<file path="src/rtl/vc_port_scheduler_if.sv">
// vc_port_scheduler_if
// Bundles the FIFO-side and port-side signals of the VC scheduler.
//   empty_*/data_* : VC FIFO status and read data (FIFO -> scheduler)
//   hold_p0/p1     : downstream stall per port
//   pop_*          : single-cycle pop strobes (scheduler -> FIFO)
//   out/valid/vc   : registered port outputs
//   idle           : all FIFOs empty and nothing in flight
// slave  = scheduler side, master = FIFO/downstream environment side.
interface vc_port_scheduler_if #(
  parameter int DATA_W = 5
);
  logic              empty_VC0P0, empty_VC1P0, empty_VC0P1, empty_VC1P1;
  logic [DATA_W-1:0] data_VC0P0, data_VC1P0, data_VC0P1, data_VC1P1;
  logic              hold_p0, hold_p1;
  logic              pop_VC0P0, pop_VC1P0, pop_VC0P1, pop_VC1P1;
  logic [DATA_W-1:0] out_p0, out_p1;
  logic              valid_p0, valid_p1;
  logic              vc_p0, vc_p1;
  logic              idle;

  modport slave (
    input  empty_VC0P0, empty_VC1P0, empty_VC0P1, empty_VC1P1,
    input  data_VC0P0, data_VC1P0, data_VC0P1, data_VC1P1,
    input  hold_p0, hold_p1,
    output pop_VC0P0, pop_VC1P0, pop_VC0P1, pop_VC1P1,
    output out_p0, out_p1, valid_p0, valid_p1, vc_p0, vc_p1, idle
  );

  modport master (
    output empty_VC0P0, empty_VC1P0, empty_VC0P1, empty_VC1P1,
    output data_VC0P0, data_VC1P0, data_VC0P1, data_VC1P1,
    output hold_p0, hold_p1,
    input  pop_VC0P0, pop_VC1P0, pop_VC0P1, pop_VC1P1,
    input  out_p0, out_p1, valid_p0, valid_p1, vc_p0, vc_p1, idle
  );
endinterface

</file>
<file path="src/rtl/vc_port_scheduler.sv">
// vc_port_scheduler
// Weighted two-VC scheduler for two independent output ports. Each port
// engine pops one of its two VC FIFOs per cycle (VC0 favoured for up to
// VC0_WEIGHT consecutive grants while VC1 waits) and registers the popped
// word on its port two cycles after the pop.
// Ports:
//   clk   : rising-edge clock
//   reset : synchronous, active-high
//   bus   : vc_port_scheduler_if.slave (FIFO flags/data, holds, pops,
//           port outputs, idle)

// One port engine: arbitration, burst counter and the 2-stage output pipe.
module vc_port_engine #(
  parameter int DATA_W     = 5,
  parameter int VC0_WEIGHT = 3
) (
  input  logic              clk,
  input  logic              reset,
  input  logic              empty_vc0,
  input  logic              empty_vc1,
  input  logic [DATA_W-1:0] data_vc0,
  input  logic [DATA_W-1:0] data_vc1,
  input  logic              hold,
  output logic              pop_vc0,
  output logic              pop_vc1,
  output logic [DATA_W-1:0] out_data,
  output logic              valid,
  output logic              vc,
  output logic              pend
);
  localparam logic [2:0] WEIGHT = 3'(VC0_WEIGHT);

  logic [2:0] burst_cnt;
  logic [2:0] burst_cnt_nxt;
  logic       pend_vc;

  // The counter only accumulates under contention; an uncontended grant
  // to either VC clears it so VC1 always sees a fresh bound.
  always_comb begin
    pop_vc0       = 1'b0;
    pop_vc1       = 1'b0;
    burst_cnt_nxt = burst_cnt;
    if (!reset && !hold) begin
      if (!empty_vc0 && !empty_vc1) begin
        if (burst_cnt < WEIGHT) begin
          pop_vc0       = 1'b1;
          burst_cnt_nxt = burst_cnt + 3'd1;
        end else begin
          pop_vc1       = 1'b1;
          burst_cnt_nxt = '0;
        end
      end else if (!empty_vc0) begin
        pop_vc0       = 1'b1;
        burst_cnt_nxt = '0;
      end else if (!empty_vc1) begin
        pop_vc1       = 1'b1;
        burst_cnt_nxt = '0;
      end
    end
  end

  // FIFO data is valid the cycle after the pop, so the word is captured
  // one cycle after pend is set; out/vc keep their value when idle.
  always_ff @(posedge clk) begin
    if (reset) begin
      burst_cnt <= '0;
      pend      <= 1'b0;
      pend_vc   <= 1'b0;
      out_data  <= '0;
      valid     <= 1'b0;
      vc        <= 1'b0;
    end else begin
      burst_cnt <= burst_cnt_nxt;
      pend      <= pop_vc0 | pop_vc1;
      pend_vc   <= pop_vc1;
      valid     <= pend;
      if (pend) begin
        out_data <= pend_vc ? data_vc1 : data_vc0;
        vc       <= pend_vc;
      end
    end
  end
endmodule

module vc_port_scheduler #(
  parameter int DATA_W     = 5,
  parameter int VC0_WEIGHT = 3
) (
  input  logic                  clk,
  input  logic                  reset,
  vc_port_scheduler_if.slave    bus
);
  logic pend_p0, pend_p1;
  logic all_empty, pop_any;

  vc_port_engine #(.DATA_W(DATA_W), .VC0_WEIGHT(VC0_WEIGHT)) u_port0 (
    .clk       (clk),
    .reset     (reset),
    .empty_vc0 (bus.empty_VC0P0),
    .empty_vc1 (bus.empty_VC1P0),
    .data_vc0  (bus.data_VC0P0),
    .data_vc1  (bus.data_VC1P0),
    .hold      (bus.hold_p0),
    .pop_vc0   (bus.pop_VC0P0),
    .pop_vc1   (bus.pop_VC1P0),
    .out_data  (bus.out_p0),
    .valid     (bus.valid_p0),
    .vc        (bus.vc_p0),
    .pend      (pend_p0)
  );

  vc_port_engine #(.DATA_W(DATA_W), .VC0_WEIGHT(VC0_WEIGHT)) u_port1 (
    .clk       (clk),
    .reset     (reset),
    .empty_vc0 (bus.empty_VC0P1),
    .empty_vc1 (bus.empty_VC1P1),
    .data_vc0  (bus.data_VC0P1),
    .data_vc1  (bus.data_VC1P1),
    .hold      (bus.hold_p1),
    .pop_vc0   (bus.pop_VC0P1),
    .pop_vc1   (bus.pop_VC1P1),
    .out_data  (bus.out_p1),
    .valid     (bus.valid_p1),
    .vc        (bus.vc_p1),
    .pend      (pend_p1)
  );

  assign all_empty = bus.empty_VC0P0 & bus.empty_VC1P0 &
                     bus.empty_VC0P1 & bus.empty_VC1P1;
  assign pop_any   = bus.pop_VC0P0 | bus.pop_VC1P0 |
                     bus.pop_VC0P1 | bus.pop_VC1P1;

  // The only state shared between the two ports.
  always_ff @(posedge clk) begin
    if (reset) bus.idle <= 1'b1;
    else       bus.idle <= all_empty & ~pop_any & ~pend_p0 & ~pend_p1;
  end
endmodule
</file>
<file path="src/flat_wrapper.sv">
// flat-port wrapper written by rule: the top's interface ports become plain ports
module vc_port_scheduler_flat 
#(
  parameter int DATA_W     = 5,
  parameter int VC0_WEIGHT = 3
)
  (clk, reset, bus_empty_VC0P0, bus_empty_VC1P0, bus_empty_VC0P1, bus_empty_VC1P1, bus_data_VC0P0, bus_data_VC1P0, bus_data_VC0P1, bus_data_VC1P1, bus_hold_p0, bus_hold_p1, bus_pop_VC0P0, bus_pop_VC1P0, bus_pop_VC0P1, bus_pop_VC1P1, bus_out_p0, bus_out_p1, bus_valid_p0, bus_valid_p1, bus_vc_p0, bus_vc_p1, bus_idle);
  vc_port_scheduler_if #(.DATA_W(DATA_W)) bus_i ();
  input  logic clk;
  input  logic reset;
  input wire logic [$bits(bus_i.empty_VC0P0)-1:0] bus_empty_VC0P0;
  input wire logic [$bits(bus_i.empty_VC1P0)-1:0] bus_empty_VC1P0;
  input wire logic [$bits(bus_i.empty_VC0P1)-1:0] bus_empty_VC0P1;
  input wire logic [$bits(bus_i.empty_VC1P1)-1:0] bus_empty_VC1P1;
  input wire logic [$bits(bus_i.data_VC0P0)-1:0] bus_data_VC0P0;
  input wire logic [$bits(bus_i.data_VC1P0)-1:0] bus_data_VC1P0;
  input wire logic [$bits(bus_i.data_VC0P1)-1:0] bus_data_VC0P1;
  input wire logic [$bits(bus_i.data_VC1P1)-1:0] bus_data_VC1P1;
  input wire logic [$bits(bus_i.hold_p0)-1:0] bus_hold_p0;
  input wire logic [$bits(bus_i.hold_p1)-1:0] bus_hold_p1;
  output wire logic [$bits(bus_i.pop_VC0P0)-1:0] bus_pop_VC0P0;
  output wire logic [$bits(bus_i.pop_VC1P0)-1:0] bus_pop_VC1P0;
  output wire logic [$bits(bus_i.pop_VC0P1)-1:0] bus_pop_VC0P1;
  output wire logic [$bits(bus_i.pop_VC1P1)-1:0] bus_pop_VC1P1;
  output wire logic [$bits(bus_i.out_p0)-1:0] bus_out_p0;
  output wire logic [$bits(bus_i.out_p1)-1:0] bus_out_p1;
  output wire logic [$bits(bus_i.valid_p0)-1:0] bus_valid_p0;
  output wire logic [$bits(bus_i.valid_p1)-1:0] bus_valid_p1;
  output wire logic [$bits(bus_i.vc_p0)-1:0] bus_vc_p0;
  output wire logic [$bits(bus_i.vc_p1)-1:0] bus_vc_p1;
  output wire logic [$bits(bus_i.idle)-1:0] bus_idle;
  assign bus_i.empty_VC0P0 = bus_empty_VC0P0;
  assign bus_i.empty_VC1P0 = bus_empty_VC1P0;
  assign bus_i.empty_VC0P1 = bus_empty_VC0P1;
  assign bus_i.empty_VC1P1 = bus_empty_VC1P1;
  assign bus_i.data_VC0P0 = bus_data_VC0P0;
  assign bus_i.data_VC1P0 = bus_data_VC1P0;
  assign bus_i.data_VC0P1 = bus_data_VC0P1;
  assign bus_i.data_VC1P1 = bus_data_VC1P1;
  assign bus_i.hold_p0 = bus_hold_p0;
  assign bus_i.hold_p1 = bus_hold_p1;
  assign bus_pop_VC0P0 = bus_i.pop_VC0P0;
  assign bus_pop_VC1P0 = bus_i.pop_VC1P0;
  assign bus_pop_VC0P1 = bus_i.pop_VC0P1;
  assign bus_pop_VC1P1 = bus_i.pop_VC1P1;
  assign bus_out_p0 = bus_i.out_p0;
  assign bus_out_p1 = bus_i.out_p1;
  assign bus_valid_p0 = bus_i.valid_p0;
  assign bus_valid_p1 = bus_i.valid_p1;
  assign bus_vc_p0 = bus_i.vc_p0;
  assign bus_vc_p1 = bus_i.vc_p1;
  assign bus_idle = bus_i.idle;
  vc_port_scheduler #(.DATA_W(DATA_W), .VC0_WEIGHT(VC0_WEIGHT)) u_core (.clk(clk), .reset(reset), .bus(bus_i));
endmodule
</file>
<file path="config.mk">
export PLATFORM = sky130hd
export DESIGN_NAME = vc_port_scheduler_flat
export DESIGN_NICKNAME = d
export VERILOG_FILES = /design/src/rtl/vc_port_scheduler_if.sv /design/src/rtl/vc_port_scheduler.sv /design/src/flat_wrapper.sv
export SDC_FILE = /design/constraint.sdc
export NUM_CORES = 1
export LEC_CHECK = 0
export ABC_AREA = 0
export ABC_CLOCK_PERIOD_IN_PS = 1200
export CORE_MARGIN = 4
export CORE_UTILIZATION = 37
export CTS_CLUSTER_DIAMETER = 50
export CTS_CLUSTER_SIZE = 25
export DETAILED_ROUTE_END_ITERATION = 6
export GPL_ROUTABILITY_DRIVEN = 1
export MAX_ROUTING_LAYER = met4
export PLACE_DENSITY = 0.75
export SLEW_MARGIN = 20
export SYNTH_ARGS = -nofsm -noshare
export SYNTH_HDL_FRONTEND = slang
export SYNTH_HIERARCHICAL = 1
export SYNTH_SLANG_ARGS = --single-unit
</file>
<file path="constraint.sdc">
create_clock -name clk -period 1.2 [get_ports clk]
set_input_delay 0.24 -clock clk [delete_from_list [all_inputs] [get_ports clk]]
set_output_delay 0.24 -clock clk [all_outputs]
set_load 0.03 [all_outputs]
</file>
==> reports/summary.json <==
{
  "status": "finished, violations left",
  "failed_checks": "setup timing",
  "timing.critical_path.slowest_stage_cell": "dfxtp_4",
  "synth.cell_area_um2": 1060,
  "drv.max_cap_violation_count": 0,
  "initial_core_util": 0.387,
  "yosysWarnings": 6,
  "hold_viol": 0,
  "worst_setup_path_startpoint": "u_core/u_port0/burst_cnt[0]",
  "syn_to_final_growth_pct": 76.4,
  "post_cts_hold_buffer_count": 0,
  "number_of_global_route_vias_before_repair": 1154,
  "max_slew.worst_pin.slew_ns": 0.331,
  "fraction_of_layout_cells_with_a_size_suffix_above_1": 0.426,
  "proportion_of_power_drawn_by_flip_flops_and_latches": 0.533,
  "pin_count_of_the_biggest_net_entering_global_routing": 18,
  "drv_slew": 0,
  "die-area_um2": 3780,
  "synth.most_common_cell": "dfxtp_1",
  "io_pins": 47,
  "cp_cell_sequence": "a211oi_4 -> nor2b_4 -> buf_6 -> buf_6",
  "worst_ep_arrival_time_ns": 1.29,
  "share_of_the_yosys_chip_area_belonging_to_registers": 0.473,
  "critical_path_class": "reg -> out",
  "internal_power_mw": 1.20,
  "cp_data_required_time_ns": 0.96,
  "routed_wl_um": 2900,
  "synth_cell_type_count": 21,
  "rows": 19,
  "grt_antenna_before_repair": 0,
  "post-place-ws_ns": -0.512,
  "postSynthCellCount": 107,
  "post_synth.cell_area_avg_um2": 9.88,
  "timing.critical_path.mode_cell": "buf_6",
  "synth-seq-cells": 25,
  "grt_pass1_wl_um": 4840,
  "instances_no_fill": 207,
  "clkSinkCount": 25,
  "routed_wire_length_per_instance_um": 14.0,
  "worstReg2RegEnd": "u_core/u_port1/burst_cnt[0]",
  "cts_tree": "built",
  "detailed_place_hpwl_um": 2180,
  "r2r_cells": 4,
  "detail-route-antenna-nets": 0,
  "yosysTopAreaCellShare": 0.473,
  "hold_class": "reg -> reg",
  "fp.dieH_um": 61.5,
  "path_clk_slew_ns": 0.14,
  "die_width_um": 61.5,
  "synth_common_cells": "25 x dfxtp_1, 18 x nor2_1, 12 x a211oi_1, 12 x mux2i_1, 6 x nor2b_1",
  "clock_power_share": 0.223,
  "clkLatencyLatePin_ns": 0.31,
  "critical_path.endpoint_type": "primary output",
  "holdWs_ns": 0.495,
  "power.ir.vdd_worst_uv": 663,
  "setup_viol": 7,
  "vias": 1044,
  "netlist_top_cells_area": "dfxtp_1 47%, mux2i_1 11%, a211oi_1 8.5%",
  "synth_enable_flop_cells": 0,
  "all_layer_global_routing_usage": 0.170,
  "timing.final.ws_setup_ns": -0.331,
  "worst-path-max-fanout": 4,
  "timing.final.crit_share": 1.28,
  "drc": 0,
  "power.share.combinational": 0.244,
  "tritoncts.num_buffers": 3,
  "min_period_ns": 1.53,
  "rrSetupSlack_ns": -0.24,
  "cts_max_level": 1,
  "grt_setup_unrepaired": "true",
  "fmax_mhz": 653,
  "power.leakage_nw": 0.760,
  "drt_iter0_drc": 36,
  "drt_first_pass_iters": 4,
  "avgViaCountPerCell": 5.04,
  "worstHoldPathCells": 2,
  "insertedDiodeCount": 0,
  "design.final.nets": 207,
  "postSynth.topFlopCell": "dfxtp_1",
  "critPathMaxStageDelay_ns": 0.39,
  "power_density_nw_per_um2": 889,
  "grt_overflow_total": 0,
  "slew_headroom": 0.779,
  "gp_routability_congestion": 0.844,
  "cts_root_buffer": "clkbuf_4",
  "switching_share": 0.277,
  "clock_tree.buffer_depth": 2,
  "crit_path_start_kind": "flip-flop",
  "crit_path_capture": "bus_pop_VC1P0",
  "rr_startpoint": "u_core/u_port1/burst_cnt[2]",
  "core_region_area_um2": 2730,
  "place.detailed.instances": 197,
  "syn-num-nets": 137,
  "net-switching-power_mw": 0.459,
  "synthDominantAreaCellType": "dfxtp_1",
  "clock_skew_ns": 0.00566,
  "async_flop_share": 0,
  "port-buffer-count": 46
}
[worst min path at each step]
stage | slack (ns) | end | startpoint
4_1_cts | 0.47 | u_core/u_port0/pend | bus_empty_VC1P0
6_report | 0.50 | u_core/u_port1/out_data[1] | u_core/u_port1/out_data[1]
5_1_grt | 0.50 | u_core/u_port0/pend | bus_empty_VC1P0
3_5_place_dp | 0.48 | u_core/u_port1/out_data[1] | u_core/u_port1/out_data[1]
3_3_place_gp | 0.47 | u_core/u_port1/out_data[0] | u_core/u_port1/out_data[0]
2_1_floorplan | 0.31 | u_core/u_port0/valid | reset
[power groups by stage]
stage / clock network (mW) / logic [mW] / registers [mW]
floorplan: 0 / 0.123 / 0.958
global placement: 0 / 0.378 / 0.908
detailed placement: 0 / 0.384 / 0.909
CTS: 0.394 / 0.399 / 0.888
global route: 0.443 / 0.435 / 0.891
finish: 0.370 / 0.404 / 0.884
[logic make-up (layout without fill, tap and decap cells)]
family / count (synthesis) / after routing / synth area share
adders and majority gates: 2 / 2 / 0.0237
AOI/OAI and AO/OA: 23 / 23 / 0.166
and+or+nand+nor: 34 / 34 / 0.168
DFF: 25 / 25 / 0.473
buffers and inverters: 9 / 78 / 0.0343
muxes: 14 / 14 / 0.135
[cell usage in the layout (no fill, tap or decap), types with 4 or more instances in the layout]
cell type	instances
buf_4	36
dlygate4sd2_1	7
nor2b_1	4
mux2i_1	12
a211oi_1	10
dfxtp_4	4
dfxtp_1	19
nor2_1	17
clkdlybuf4s50_1	20
buf_6	8
[area by class of cell]
| cell class | instances | area (µm²) |
|---|---|---|
| Sequential cell | 25 | 518 |
| Multi-Input combinational cell | 73 | 646 |
| Clock inverter | 1 | 7.51 |
| Clock buffer | 3 | 22.5 |
| Inverter | 3 | 11.3 |
| Timing Repair Buffer | 71 | 622 |
| Tap cell | 31 | 38.8 |
| Fill cell | 211 | 868 |
[layer usage]
| layer | track usage | vias up | wire length (µm) |
|---|---|---|---|
| met5 | - | - | 0 |
| met4 | 0.0515 | 0 | 23 |
| met3 | 0.0252 | 4 | 227 |
| met2 | 0.290 | 40 | 1390 |
| met1 | 0.205 | 470 | 1260 |
| li1 | - | 530 | - |
[sequential cells by signal, summed over array words and instances (netlist names)]
name and cells:
u_core/bus.idle 1, u_core/u_port1/vc 1, u_core/u_port0/valid 1, u_core/u_port1/valid 1
u_core/u_port1/out_data 5, u_core/u_port0/pend 1, u_core/u_port0/out_data 5, u_core/u_port1/pend_vc 1
u_core/u_port0/burst_cnt 3, u_core/u_port1/burst_cnt 3, u_core/u_port0/vc 1, u_core/u_port1/pend 1
u_core/u_port0/pend_vc 1
[through the flow]
step | TNS, ns | util | cell area [µm²] | power (mW)
2_1_floorplan | -0.134 | - | 1120 | 1.08
3_3_place_gp | -7.19 | 0.616 | 1680 | 1.29
3_5_place_dp | -7.62 | 0.616 | 1680 | 1.29
4_1_cts | -1.68 | 0.671 | 1830 | 1.68
5_1_grt | -2.25 | 0.682 | 1870 | 1.77
6_report | -1.74 | 0.682 | 1870 | 1.66
[timing repair]
item | in CTS | in global routing
setup endpoints to repair | 12 | 9
gates resized for setup | 30 | 6
pin swaps | 12 | 5
hold endpoints to repair | 0 | 0
setup buffers | 6 | 1
[worst max-delay path: cells and delay by family (launching register included)]
family                 cells  cell delay, ns
and+or+nand+nor            1            0.07
buffers and inverters      2            0.23
AOI/OAI and AO/OA          1            0.29
DFF                        1            0.39
No activity file was read; power rests on OpenSTA's default activity.
